## config.mk

```make
export PLATFORM = sky130hd
export DESIGN_NAME = preprocess_seq_ctrl
export DESIGN_NICKNAME = d
export VERILOG_FILES = /design/src/rtl/preprocess_seq_ctrl.sv
export SDC_FILE = /design/constraint.sdc
export NUM_CORES = 1
export LEC_CHECK = 0
export BUFFER_PORTS_ARGS = -buffer_cell sky130_fd_sc_hd__buf_2
export CORE_MARGIN = 1
export CORE_UTILIZATION = 55
export CTS_BUF_LIST = sky130_fd_sc_hd__clkbuf_8
export DETAILED_ROUTE_END_ITERATION = 16
export PLACE_DENSITY = 0.85
export SETUP_SLACK_MARGIN = 0.2
export SYNTH_ARGS = -nofsm -noshare
export SYNTH_HDL_FRONTEND = slang
export SYNTH_SLANG_ARGS = --single-unit
```

## constraint.sdc

```tcl
create_clock -name clock -period 3.6 [get_ports clock]
set_input_delay 0.18 -clock clock [delete_from_list [all_inputs] [get_ports clock]]
set_output_delay 0.18 -clock clock [all_outputs]
set_load 0.02 [all_outputs]
```

## src/rtl/preprocess_seq_ctrl.sv

```systemverilog
// preprocess_seq_ctrl: per-index INTT/VPU4 sequencing, ping-pong buffer rotation and mux drain tracking
module preprocess_seq_ctrl #(
    parameter int IDX_W    = 12,
    parameter int NUM_BUFS = 3,
    parameter int TMO_W    = 16
) (
    input  logic             clock,
    input  logic             reset_n,
    input  logic             i_run_start,
    input  logic [IDX_W-1:0] i_num_coeff,
    output logic             o_busy,
    output logic             o_run_done,
    output logic             o_intt_start,
    input  logic             i_intt_done,
    output logic             o_vpu4_start,
    input  logic             i_vpu4_done,
    output logic             o_pre_switch,
    input  logic             i_mux_done,
    output logic [IDX_W-1:0] o_coeff_index,
    output logic [1:0]       o_buf_level,
    output logic             o_err_timeout,
    output logic             o_err_underflow
);
    typedef enum logic [3:0] {
        S_IDLE, S_INTT_GO, S_INTT_WAIT, S_VPU_GO, S_VPU_WAIT, S_SW_WAIT, S_SWITCH, S_DRAIN, S_DONE
    } state_t;

    localparam logic [1:0]       LVL_MAX  = 2'(NUM_BUFS - 1);
    localparam logic [TMO_W-1:0] TMO_LAST = {{(TMO_W-1){1'b1}}, 1'b0};

    state_t           r_state, w_state_next;
    logic [IDX_W-1:0] r_num, r_index;
    logic [1:0]       r_level;
    logic [TMO_W-1:0] r_timer;
    logic             r_err_tmo, r_err_uf;
    logic             w_in_wait, w_timeout, w_sw_ok, w_last, w_tmo_fire, w_inc, w_dec;

    assign w_in_wait = (r_state == S_INTT_WAIT) || (r_state == S_VPU_WAIT) ||
                       (r_state == S_SW_WAIT) || (r_state == S_DRAIN);
    // the cycle that would bring the timer to all-ones is the last one tolerated
    assign w_timeout = w_in_wait && (r_timer == TMO_LAST);
    // a release in the same cycle frees a slot, so a full ring can still switch
    assign w_sw_ok   = (r_level < LVL_MAX) || (i_mux_done && (r_level == LVL_MAX));
    assign w_last    = r_index == r_num - IDX_W'(1);
    assign w_inc     = r_state == S_SWITCH;
    assign w_dec     = i_mux_done && (r_level != 2'd0);

    assign o_busy          = r_state != S_IDLE;
    assign o_run_done      = r_state == S_DONE;
    assign o_intt_start    = r_state == S_INTT_GO;
    assign o_vpu4_start    = r_state == S_VPU_GO;
    assign o_pre_switch    = w_inc;
    assign o_coeff_index   = r_index;
    assign o_buf_level     = r_level;
    assign o_err_timeout   = r_err_tmo;
    assign o_err_underflow = r_err_uf;

    // next state: advance on handshakes; a WAIT state that runs out of time aborts to IDLE
    always_comb begin
        w_state_next = r_state;
        w_tmo_fire   = 1'b0;
        case (r_state)
            S_IDLE:      if (i_run_start) w_state_next = (i_num_coeff == '0) ? S_DRAIN : S_INTT_GO;
            S_INTT_GO:   w_state_next = S_INTT_WAIT;
            S_INTT_WAIT: if (i_intt_done) w_state_next = S_VPU_GO; else w_tmo_fire = w_timeout;
            S_VPU_GO:    w_state_next = S_VPU_WAIT;
            S_VPU_WAIT:  if (i_vpu4_done) w_state_next = S_SW_WAIT; else w_tmo_fire = w_timeout;
            S_SW_WAIT:   if (w_sw_ok) w_state_next = S_SWITCH; else w_tmo_fire = w_timeout;
            S_SWITCH:    w_state_next = w_last ? S_DRAIN : S_INTT_GO;
            S_DRAIN:     if (r_level == 2'd0) w_state_next = S_DONE; else w_tmo_fire = w_timeout;
            S_DONE:      w_state_next = S_IDLE;
            default:     w_state_next = S_IDLE;
        endcase
        if (w_tmo_fire) w_state_next = S_IDLE;
    end

    // state register; the timer restarts whenever a WAIT state is entered
    always_ff @(posedge clock or negedge reset_n) begin
        if (!reset_n) begin
            r_state <= S_IDLE;
            r_timer <= '0;
        end else begin
            r_state <= w_state_next;
            r_timer <= (w_in_wait && (w_state_next == r_state)) ? r_timer + TMO_W'(1) : '0;
        end
    end

    // run length latched on an accepted start; index steps after each non-final switch
    always_ff @(posedge clock or negedge reset_n) begin
        if (!reset_n) begin
            r_num   <= '0;
            r_index <= '0;
        end else if ((r_state == S_IDLE) && i_run_start) begin
            r_num   <= i_num_coeff;
            r_index <= '0;
        end else if ((r_state == S_SWITCH) && !w_last) begin
            r_index <= r_index + IDX_W'(1);
        end
    end

    // buffer level with saturating release, plus sticky error flags
    always_ff @(posedge clock or negedge reset_n) begin
        if (!reset_n) begin
            r_level   <= 2'd0;
            r_err_tmo <= 1'b0;
            r_err_uf  <= 1'b0;
        end else begin
            r_level   <= r_level + {1'b0, w_inc} - {1'b0, w_dec};
            r_err_tmo <= r_err_tmo | w_tmo_fire;
            r_err_uf  <= r_err_uf | (i_mux_done && (r_level == 2'd0));
        end
    end
endmodule

```

==> reports/results.ini <==
[status]
status=finished, final reports clean

[finish]
layout_commonest_cell=nand2_1
utilization_pct=62.34
final_nets=387
fillers=465
drive_gt1_share_pct=15.66
area_growth_pct=8.793
instances_no_fill=434
n_antenna_cell=0
final_cell_mix=51 x nand2_1, 48 x dfrtp_1, 40 x nor2_1, 38 x buf_2, 17 x xnor2_1

[synth]
synth_warnings=0
synth-main-ff-cell=dfrtp_1
synthesis.area_um2=2945
synthesis.nets=357
ys_seq_elements=48
avgSynthCellArea_um2=8.845
synthArstFlopShare_pct=100.0
synth_edf_count=0
netlist-cell-type-count=54
synth_cells=333
ys_seq_area_share_pct=40.78

[drt]
postRouteAntennaNets=0
wl_per_cell_um=14.79
wl_um=6421
drtIter0Drc=124
post-route-drc-count=0
routed_via_density=5.724
first_pass_iters=4
vias=2484

[floorplan]
io_pins=39
core_um2=5140
initial_core_util_pct=57.30
die_x_um=75.18
rows=26
die_area_um2=5652
die_h_um=75.18

[clock_tree]
cts-root-buf=clkbuf_8
postCtsSetupRepairBufs=0
htreeDepth=2
cts-buffers-inserted=5
path_clk_slew_ns=0.09
cts_sinks=48
cts_tree=yes
cts_resized=0
cts-hold-fix-buffers=0
clkLatencyLatePin_ns=0.31
clockBufferDepth=2

[setup_path]
critPathCaptureType=flip-flop
critical_path_class=flip-flop to flip-flop
startpoint=r_num[1]$_DFFE_PN0P_
r2r-start=r_num[1]$_DFFE_PN0P_
crit_fanout=21
cp.required_ns=3.76
cp_data_arrival_time_ns=3.22
r2r_setup_slack_ns=0.55
r2r-end=o_coeff_index[1]$_DFFE_PN0P_
r2r_cells=9
start_kind=flip-flop

[power_and_ir_drop]
switching_share_pct=44.32
p_leak_nw=1.422
power.density_nw_per_um2=641.6
switching_power_mw=0.9112
p_int_mw=1.145
peakVddDrop_uv=458.2
clockPowerShare_pct=15.3
p_seq_share_pct=41.4
comb_power_share_pct=43.3

[timing]
slew_violations=0
relSlewSlack_pct=30.54
rsz0062_at_grt=no
min_period_ns=3.054
finalCritPeriodShare_pct=84.82
setup_tns_ns=0
final_hold_viol_count=0
clock_skew_ns=0.01127
setup_violations=0
worstMarginPinSlew_ns=1.042
timing.fmax_mhz=327.5

[grt]
antenna_found_initial=0
grtUsageTotal_pct=25.34
grt_max_degree=49
grt_pass1_wl_um=10700
grt_pass1_vias=2306
grt_overflow=0

[run]
cap_violations=0

[place]
dp.cells=426
dp.final_hpwl_um=4617
gp_routability_congestion=0.8756
port_buffers=38

[min_path]
min_path_type=input pin to async pin

==> cell usage after synthesis, types with 3 or more instances <==
library cell / number / area share (%)
a21oi_1: 11 / 1.9
and3_1: 4 / 0.85
and4_1: 4 / 1.2
buf_6: 4 / 1.5
clkbuf_1: 9 / 1.1
dfrtp_1: 48 / 41
ha_1: 6 / 2.5
inv_1: 8 / 1.0
nand2_1: 51 / 6.5
nand2b_1: 8 / 1.7
nand3_1: 14 / 2.4
nand3b_1: 3 / 0.76
nand4_1: 6 / 1.3
nor2_1: 40 / 5.1
nor3_1: 8 / 1.4
nor4_1: 9 / 1.9
o211ai_1: 6 / 1.5
o21ai_0: 8 / 1.4
o31ai_1: 8 / 2.0
or3_1: 4 / 0.85
or4_1: 6 / 1.5
xnor2_1: 17 / 5.1
xor2_1: 15 / 4.5
==> registers in the layout, summed over array words and instances, names as in the netlist <==
register and flops:
o_buf_level 2, r_timer 16, o_err_underflow 1, r_state 4, o_err_timeout 1, r_num 12, o_coeff_index 12
==> per-layer routing <==
metal  up-vias  GRT usage (%)  routed length, um
met4         0          8.436                101
met5         -              0                  0
li1       1225              -                  -
met2        54          41.14               3141
met1      1195          33.65               2914
met3        10          5.890                265
==> through the flow <==
step	hold WS [ns]	area, um2	setup WS (ns)	total power [mW]
2_1_floorplan	-0.1156	2945	1.014	1.564
3_3_place_gp	0.3840	3119	0.6984	1.699
3_5_place_dp	0.3896	3119	0.5774	1.738
4_1_cts	0.06921	3204	0.5686	2.059
5_1_grt	0.06965	3204	0.3577	2.221
6_report	0.05773	3204	0.5464	2.056
==> worst max path at each step <==
stage                                    endpoint  slack [ns]  cells past startpoint
detailed placement   o_coeff_index[1]$_DFFE_PN0P_        0.58                      9
global placement     o_coeff_index[1]$_DFFE_PN0P_        0.70                      9
CTS                  o_coeff_index[1]$_DFFE_PN0P_        0.57                      9
floorplan            o_coeff_index[1]$_DFFE_PN0P_        1.01                     11
finish               o_coeff_index[1]$_DFFE_PN0P_        0.55                      9
global route        o_coeff_index[10]$_DFFE_PN0P_        0.36                      9
==> worst max-delay path, stage by stage (launching register included) <==
cell and delay, ns:
dfrtp_1 0.42, inv_1 0.09, ha_1 0.28, or4b_4 0.52
a211o_2 0.28, a21boi_1 0.21, o22ai_2 0.14, o31ai_4 0.65
mux2i_1 0.25, nor2_1 0.06
==> final cells by class <==
cell class	instances	area [um2]	share of cell area (%)
inverters	8	30.03	0.9371
flip-flops and latches	48	1201	37.49
clock inverters	3	16.27	0.5076
well taps	70	87.58	2.733
clock buffers	5	68.82	2.148
repair buffers	40	205.2	6.404
multi-input cells	260	1595	49.79
==> power by group through the flow <==
stage                     logic [mW]  registers (mW)  clock network, mW
after floorplan                0.793           0.771                  0
after global placement         0.851           0.848                  0
after detailed placement       0.883           0.855                  0
after CTS                      0.892           0.846              0.321
after global routing           0.996           0.875              0.350
final                          0.890           0.851              0.315
==> logic make-up after synthesis <==
family	synth area share (%)
AND/OR/NAND/NOR	29.61
AO/OA/AOI/OAI	11.81
flip-flops	40.78
XOR/XNOR	9.516
buffers and inverters	5.055
adder cells (fa/ha/maj)	2.549
multiplexers	0.6797
Note: power is estimated with default switching activity, not from simulation.
